--- config.mk ---
export PLATFORM = sky130hd
export DESIGN_NAME = noc_rr_arbiter
export DESIGN_NICKNAME = d
export VERILOG_FILES = /design/src/rtl/noc_rr_arbiter.sv
export SDC_FILE = /design/constraint.sdc
export NUM_CORES = 1
export LEC_CHECK = 0
export CORE_MARGIN = 3
export CORE_UTILIZATION = 35
export DETAILED_ROUTE_END_ITERATION = 7
export MAX_ROUTING_LAYER = met4
export PLACE_DENSITY_LB_ADDON = 0.15
export REMOVE_ABC_BUFFERS = 1
export SETUP_SLACK_MARGIN = 0.15
export SLEW_MARGIN = 15
export SYNTH_ARGS = -nofsm -noshare
export SYNTH_HDL_FRONTEND = slang
export SYNTH_SLANG_ARGS = --single-unit
--- constraint.sdc ---
create_clock -name clk -period 13.6 [get_ports clk]
set_clock_uncertainty 0.05 [all_clocks]
set_input_delay 2.72 -clock clk [delete_from_list [all_inputs] [get_ports clk]]
set_output_delay 2.72 -clock clk [all_outputs]
set_load 0.03 [all_outputs]
--- src/rtl/noc_rr_arbiter.sv ---
// Output-port arbiter for the NoC router. It picks one requesting input by round-robin and drives
// a one-hot crossbar select from the owner register. RTS/DCTS flow control runs towards the
// downstream router. An owner keeps the port for a whole packet, up to its tail flit. Otherwise
// an owner gives up the port after MAX_HOLD transfers when another input is waiting.
module noc_rr_arbiter #(
   parameter int unsigned NUM_PORTS = 5,
   parameter bit          LOCK_PKT  = 1'b1,
   parameter int unsigned MAX_HOLD  = 4,
   parameter int unsigned CNT_W     = (MAX_HOLD > 0) ? $clog2(MAX_HOLD + 1) : 1
) (
   input  logic                 clk,
   input  logic                 rst,
   input  logic [NUM_PORTS-1:0] req_i,
   input  logic [NUM_PORTS-1:0] tail_i,
   input  logic                 dcts_i,
   output logic [NUM_PORTS-1:0] grant_o,
   output logic [NUM_PORTS-1:0] xbar_sel,
   output logic                 rts_o
);

   localparam int unsigned      IDX_W    = $clog2(NUM_PORTS);
   localparam logic [CNT_W-1:0] HOLD_MAX = CNT_W'(MAX_HOLD);
   localparam logic [IDX_W-1:0] LAST_RST = IDX_W'(NUM_PORTS - 1);

   logic [NUM_PORTS-1:0] r_owner;
   logic [NUM_PORTS-1:0] w_owner_d;
   logic                 r_rts;
   logic                 w_rts_d;
   logic [IDX_W-1:0]     r_last;
   logic [IDX_W-1:0]     w_last_d;
   logic                 r_locked;
   logic                 w_locked_d;
   logic [CNT_W-1:0]     r_hold;
   logic [CNT_W-1:0]     w_hold_d;

   logic                 w_busy;
   logic                 w_xfer;
   logic                 w_stall;
   logic                 w_own_req;
   logic                 w_own_tail;
   logic                 w_other_req;
   logic                 w_hold_full;
   logic                 w_owner_chg;
   logic [NUM_PORTS-1:0] w_scan_sel;
   logic [IDX_W-1:0]     w_scan_idx;

   assign w_busy      = |r_owner;
   assign w_xfer      = r_rts & dcts_i;
   assign w_stall     = r_rts & ~dcts_i;
   assign w_own_req   = |(req_i & r_owner);
   assign w_own_tail  = |(tail_i & r_owner);
   assign w_other_req = |(req_i & ~r_owner);
   assign w_hold_full = (MAX_HOLD > 0) && (r_hold == HOLD_MAX);

   // Round-robin search starting just after the last owner, so the last owner is checked last.
   always_comb begin
      logic        hit;
      int unsigned k;
      hit        = 1'b0;
      k          = 0;
      w_scan_sel = '0;
      w_scan_idx = '0;
      for (int unsigned i = 1; i <= NUM_PORTS; i++) begin
         k = (32'(r_last) + i) % NUM_PORTS;
         if (!hit && req_i[k[IDX_W-1:0]]) begin
            hit                         = 1'b1;
            w_scan_idx                  = k[IDX_W-1:0];
            w_scan_sel[k[IDX_W-1:0]]    = 1'b1;
         end
      end
   end

   // Next-state logic: owner arbitration, RTS handshake, packet lock and hold counting.
   always_comb begin
      w_owner_d = r_owner;
      // An unacknowledged RTS freezes the owner, so the select never moves under a pending flit.
      if (!w_stall) begin
         if (LOCK_PKT && r_locked && w_own_req) begin
            w_owner_d = r_owner;
         end else if (w_own_req && !(w_hold_full && w_other_req)) begin
            w_owner_d = r_owner;
         end else begin
            w_owner_d = w_scan_sel;
         end
      end
      w_owner_chg = (w_owner_d != r_owner);

      w_rts_d = w_busy & ~w_xfer;

      w_last_d = r_last;
      if (w_owner_chg && (|w_owner_d)) begin
         w_last_d = w_scan_idx;
      end

      w_locked_d = r_locked;
      if (w_xfer && w_busy) begin
         w_locked_d = ~w_own_tail;
      end
      // A locked owner that drops its request is a protocol error; release the lock.
      if (r_locked && !w_own_req) begin
         w_locked_d = 1'b0;
      end
      if (w_owner_chg || !LOCK_PKT) begin
         w_locked_d = 1'b0;
      end

      w_hold_d = r_hold;
      if (w_owner_chg || !(|w_owner_d)) begin
         w_hold_d = '0;
      end else if (w_xfer && (MAX_HOLD > 0) && !w_hold_full) begin
         w_hold_d = r_hold + 1'b1;
      end
   end

   // State registers with synchronous reset.
   always_ff @(posedge clk) begin
      if (rst) begin
         r_owner  <= '0;
         r_rts    <= 1'b0;
         r_last   <= LAST_RST;
         r_locked <= 1'b0;
         r_hold   <= '0;
      end else begin
         r_owner  <= w_owner_d;
         r_rts    <= w_rts_d;
         r_last   <= w_last_d;
         r_locked <= w_locked_d;
         r_hold   <= w_hold_d;
      end
   end

   assign xbar_sel = r_owner;
   assign rts_o    = r_rts;
   assign grant_o  = r_owner & {NUM_PORTS{w_xfer}};

   a_owner_onehot : assert property (@(posedge clk) disable iff (rst) $onehot0(r_owner));
   a_grant_onehot : assert property (@(posedge clk) disable iff (rst) $onehot0(grant_o));

endmodule

==> results.tsv, run 1 <==
stage	metric	value	unit
status	outcome	finished, final reports clean	
cells_and_area	finalNetCount	478	
yosys	ys_seq_area_share	8.374	%
clocking	cts_made_buffers	3	
clocking	clk_path_buf_depth	2	
setup_path	critPathRequiredTime	13.73	ns
timing	layout_min_cycle_time	7.484	ns
setup_path	cp_top_family	simple AND/OR/NAND/NOR gates	
yosys	async_flop_share	0	%
cells_and_area	area_growth	10.02	%
timing	finalMaxSlewViolations	0	
floorplanning	row_count	33	
setup_path	cp-end-kind	flop	
route	drc_errors	0	
clocking	clkLatencyLatePin	0.24	ns
setup_path	crit_type	flop to flop	
grt	grt_overflow_total	0	
yosys	ys.flop_type	dfxtp_1	
setup_path	start_kind	flop	
route	vias	3301	
grt	grt_util_met2	30.43	%
clocking	holdBufCountCts	0	
clocking	cts-htree-levels	1	
yosys	synth_cell_types	77	
yosys	synth_edf_count	0	
clocking	root_buffer	clkbuf_8	
timing	post-route-period-util	55.03	%
grt	grt_pass1_vias	3125	
clocking	cts_tree	yes	
grt	grt_use_total	19.32	%
setup_path	r2r-end	r_hold[2]	
grt	grt.met3_usage	1.807	%
timing	rsz0062_at_grt	no	
floorplanning	ios	24	
grt	grt_max_degree	44	
min_path	hold_class	flop to flop	
floorplanning	start_util	36.90	%
setup_path	critPathMaxStageDelay	0.82	ns
setup_path	arrival	7.61	ns
clocking	postCtsSetupRepairBufs	0	
clocking	cts-resized-gates	0	
min_path	holdPathEnd	r_hold[2]	
yosys	synth_area	3108	sq um
setup_path	path_cells	inv_1, ha_1, inv_1, ha_1, or3b_2, o22ai_1, nor2_1, inv_1, ha_1, nor2b_1, nor3b_1, a211o_1, or3_1, a32o_2, or4b_1, or4b_1, and2_4, a221oi_2, nand4_2, or3_4, nor3_2	
setup_path	worst-path-buf-inv	3	
min_path	hold_depth	2	
cells_and_area	mostFrequentLayoutCells	nor2_1, nand2_1, ha_1, inv_1, a21oi_1	
cells_and_area	fin_cells	541	
setup_path	rr_startpoint	r_last[1]	
floorplanning	dieArea	10050	sq um
setup_path	reg2reg_slack	6.12	ns
clocking	clk_pin_slew_worst_paths	0.06	ns
timing	max_slew_margin	30.01	%
yosys	ys_warn_count	0	
route	drt-total-wl	9241	microns
route	dr.pass1.iters	5	
route	vias_per_cell	6.102	
placement	dp_cells	537	
yosys	syn_avg_cell_area	7.194	sq um
route	ant_nets	0	
setup_path	reg2regPathDepth	21	
yosys	synthCells	432	
cells_and_area	layout_commonest_cell	nor2_1	
placement	port_buffers	23	
floorplanning	die_y	100.2	microns
min_path	hold_start	r_hold[2]	
grt	busiest_layer	met2	
placement	place_congestion	0.8955	
timing	tightestPinTransition	1.036	ns
placement	hpwl	7021	microns
route	drt-initial-drc-count	237	
timing	setup_viol	0	
grt	grt_pass1_wl	15770	microns
cells_and_area	drive_above_1_share	7.339	%
setup_path	slowest_stage	ha_1	
timing	fmax	133.6	MHz
floorplanning	die_x	100.2	microns
yosys	ys_ff_latch	13	
run	drv_cap	0	
timing	setup_tns	0	ns
grt	grtUsageMet1	27.21	%
floorplanning	fp.coreArea	8423	sq um
setup_path	critPathMaxFanout	21	
timing	final_hold_viol_count	0	
route	wl_per_cell	17.08	microns
cells_and_area	n_antenna_cell	0	
timing	hold_ws	0.4744	ns
grt	antenna_found_initial	0	
clocking	clock_sinks	13	
==> worst max path at each step <==
stage          slack, ns        end  cells after the start      start
2_1_floorplan       6.48  r_hold[2]                     21  r_last[0]
3_3_place_gp        6.38  r_hold[2]                     21  r_last[1]
3_5_place_dp        6.18  r_hold[2]                     21  r_last[1]
4_1_cts             6.15  r_hold[2]                     21  r_last[1]
5_1_grt             5.56  r_hold[2]                     21  r_last[1]
6_report            6.12  r_hold[2]                     21  r_last[1]
==> routing by layer <==
layer	wire (microns)	vias up
li1	-	1643
met1	4443	1560
met2	4283	82
met3	353	16
met4	159	0
met5	0	-
==> sequential cells by signal, indices dropped and copies added, names as in the netlist <==
signal    flops
r_hold        3
r_last        3
r_locked      1
rts_o         1
xbar_sel      5
==> cell usage after synthesis, types with 4 or more instances <==
library cell / instances / area share, %
nor3b_1: 4 / 0.97
buf_2: 7 / 1.1
mux2_2: 6 / 2.2
mux2i_1: 13 / 4.2
a222oi_1: 4 / 1.3
a311oi_1: 6 / 1.7
a31oi_1: 6 / 1.2
or3_1: 4 / 0.81
nor3_1: 17 / 2.7
o22ai_1: 6 / 1.2
nor4_1: 4 / 0.81
inv_1: 25 / 3.0
nand3_1: 5 / 0.81
nor2b_1: 7 / 1.4
o21ai_0: 17 / 2.7
a211oi_1: 10 / 2.4
xnor2_1: 15 / 4.2
dfxtp_1: 13 / 8.4
a21oi_1: 25 / 4.0
o211ai_1: 7 / 1.7
a22oi_1: 5 / 1.2
clkbuf_1: 18 / 2.2
o31ai_1: 7 / 1.7
a211o_1: 4 / 1.1
a21o_1: 5 / 1.2
ha_1: 28 / 11
o21bai_1: 4 / 0.97
a21boi_0: 5 / 1.2
nor2_1: 36 / 4.3
and3_1: 5 / 1.0
nand2b_1: 8 / 1.6
nand2_1: 33 / 4.0
==> final cells by class <==
cell class,count,area (sq um)
Timing Repair Buffer,27,260.3
Fill cell,920,5004
Tap cell,105,131.4
Clock buffer,4,45.04
Sequential cell,13,260.3
Inverter,27,101.3
Multi-Input combinational cell,365,2621
==> logic make-up after synthesis <==
group / synth area share, %
and+or+nand+nor: 27.94
AOI/OAI and AO/OA: 33.74
buffers and inverters: 7.286
adders and majority gates: 11.27
muxes: 6.360
xor gates and xnor gates: 5.033
DFF: 8.374
==> stage by stage <==
step	cell area, sq um	utilization (%)	worst slack, ns
3_3_place_gp	3374	40.06	6.377
5_1_grt	3420	40.60	5.559
6_report	3420	40.60	6.116
3_5_place_dp	3374	40.06	6.179
2_1_floorplan	2983	-	6.481
4_1_cts	3420	40.60	6.148
==> worst min-delay path, cell delays in order (launching register included) <==
cell	delay (ns)
dfxtp_1	0.34
a31oi_1	0.06
nor3_2	0.09
Power of run 1 is left out: the tool's default activity adds up to more than one toggle a clock period on the data nets, which glitch-free logic cannot reach.
==> run 2, diff against run 1 <==
==> constraint.sdc (replaced) <==
create_clock -name clk -period 7.55 [get_ports clk]
set_clock_uncertainty 0.05 [all_clocks]
set_input_delay 1.51 -clock clk [delete_from_list [all_inputs] [get_ports clk]]
set_output_delay 1.51 -clock clk [all_outputs]
set_load 0.03 [all_outputs]
==> results.tsv, run 2 (synthesized netlist as in run 1, its figures left out) <==
stage	metric	value	unit
cells_and_area	drive_above_1_share	8.390	%
cells_and_area	largest_register_ff_count	5	
setup_path	reg2regPathDepth	22	
timing	final_hold_viol_count	0	
cells_and_area	mostFrequentLayoutCells	nor2_1, nand2_1, ha_1, inv_1, a21oi_1	
timing	finalMaxSlewViolations	0	
clocking	cts-htree-levels	1	
setup_path	crit_type	flop to flop	
setup_path	crit_path_end	r_hold[2]	
timing	rsz0062_at_grt	no	
floorplanning	dieArea	10050	sq um
timing	tightestPinTransition	0.9100	ns
setup_path	crit_start	r_last[1]	
setup_path	reg2reg_slack	0.77	ns
placement	place_congestion	0.9365	
placement	placed_cell_area	3412	sq um
timing	post-route-period-util	89.77	%
grt	antenna_found_initial	0	
cells_and_area	finalInstanceArea	3457	sq um
grt	grt_pass1_vias	3108	
clocking	clk_path_buf_depth	2	
setup_path	r2r-end	r_hold[2]	
floorplanning	die_x	100.2	microns
cells_and_area	n_antenna_cell	0	
run	drv_cap	0	
clocking	holdBufCountCts	0	
clocking	cts_tree	yes	
floorplanning	row_count	33	
cells_and_area	finalNetCount	483	
setup_path	cp-end-kind	flop	
clocking	cts_made_buffers	3	
timing	setup_tns	0	ns
setup_path	start_kind	flop	
floorplanning	start_util	36.90	%
timing	setup_viol	0	
grt	grt_pass1_wl	15480	microns
setup_path	critPathMaxFanout	11	
route	drc_errors	0	
route	drt-initial-drc-count	304	
grt	grt_max_degree	43	
setup_path	critPathRequiredTime	7.68	ns
timing	layout_min_cycle_time	6.778	ns
placement	port_buffers	23	
timing	fmax	147.5	MHz
grt	grt_use_total	19.10	%
grt	grt_overflow_total	0	
clocking	clock_sinks	13	
placement	hpwl	7107	microns
setup_path	arrival	6.91	ns
clocking	root_buffer	clkbuf_8	
setup_path	rr_startpoint	r_last[1]	
floorplanning	ios	24	
cells_and_area	area_growth	11.23	%
route	ant_nets	0	
route	vias	3380	
timing	max_slew_margin	38.54	%
min_path	hold_class	flop to flop	
floorplanning	die_y	100.2	microns
clocking	clkLatencyLatePin	0.25	ns
route	vias_per_cell	6.190	
route	dr.pass1.iters	5	
floorplanning	fp.coreArea	8423	sq um
route	drt-total-wl	9408	microns
clocking	clk_pin_slew_worst_paths	0.06	ns
clocking	postCtsSetupRepairBufs	0	
status	outcome	finished, final reports clean	
cells_and_area	layout_commonest_cell	nor2_1	
route	wl_per_cell	17.23	microns
clocking	cts-resized-gates	0	
-- run 2: layout make-up --
| class | instances | area (sq um) |
|---|---|---|
| inverters | 27 | 101.3 |
| flip-flops and latches | 13 | 260.3 |
| fillers | 900 | 4966 |
| repair buffers | 32 | 297.8 |
| multi-input cells | 365 | 2621 |
| well taps | 105 | 131.4 |
| clock buffers | 4 | 45.04 |
-- run 2: metrics by stage --
| step | cells | hold slack [ns] | worst slack, ns | utilization [%] |
|---|---|---|---|---|
| 2_1_floorplan | 405 | 0.4319 | 0.4313 | - |
| 3_3_place_gp | 542 | 0.4488 | 1.059 | 40.51 |
| 3_5_place_dp | 542 | 0.4821 | 0.8516 | 40.51 |
| 4_1_cts | 546 | 0.4957 | 0.8217 | 41.04 |
| 5_1_grt | 546 | 0.5565 | 0.3796 | 41.04 |
| 6_report | 546 | 0.4955 | 0.7723 | 41.04 |
-- run 2: how the worst min path moves through the flow --
stage	start	to	slack [ns]	cells past startpoint
finish	r_hold[2]	r_hold[2]	0.50	2
global route	r_hold[1]	r_hold[1]	0.56	2
CTS	r_hold[2]	r_hold[2]	0.50	2
detailed placement	r_hold[2]	r_hold[2]	0.48	2
global placement	r_hold[2]	r_hold[2]	0.45	2
floorplan	r_hold[2]	r_hold[2]	0.43	2
-- run 2: metal layers --
metal  global-route usage [%]  share of wire, %  vias up
li1                         -                 -     1662
met1                    26.73                48     1601
met2                    29.87                46       94
met3                    1.946               4.0       23
met4                    3.938               2.1        0
met5                        -                 0        -
-- run 2: worst max-delay path, cell delays in order (launching register included) --
cell and delay, ns:
dfxtp_1 0.31, inv_1 0.20, ha_1 0.47, xnor2_2 0.21, inv_2 0.12, ha_1 0.22
or3b_2 0.44, o22ai_1 0.29, nor2_1 0.11, inv_1 0.14, ha_1 0.26, nor2b_1 0.22
nor3b_1 0.08, a211o_1 0.44, or3_1 0.42, a32o_2 0.27, or4b_1 0.60, or4b_1 0.59
and2_4 0.17, a221oi_2 0.28, nand4_2 0.24, or3_4 0.40, nor3_2 0.17
Power of run 2 is left out for the same reason.
==> run 3, diff against run 2 <==
--- a/config.mk
+++ b/config.mk
@@ -12,6 +12,7 @@
 export PLACE_DENSITY_LB_ADDON = 0.15
 export REMOVE_ABC_BUFFERS = 1
 export SETUP_SLACK_MARGIN = 0.15
+export SKIP_LAST_GASP = 1
 export SLEW_MARGIN = 15
 export SYNTH_ARGS = -nofsm -noshare
 export SYNTH_HDL_FRONTEND = slang
==> results of run 3 <==
No change in the layout: final DEF, timing and power equal those of run 2.
Power of run 3 is left out for the same reason.
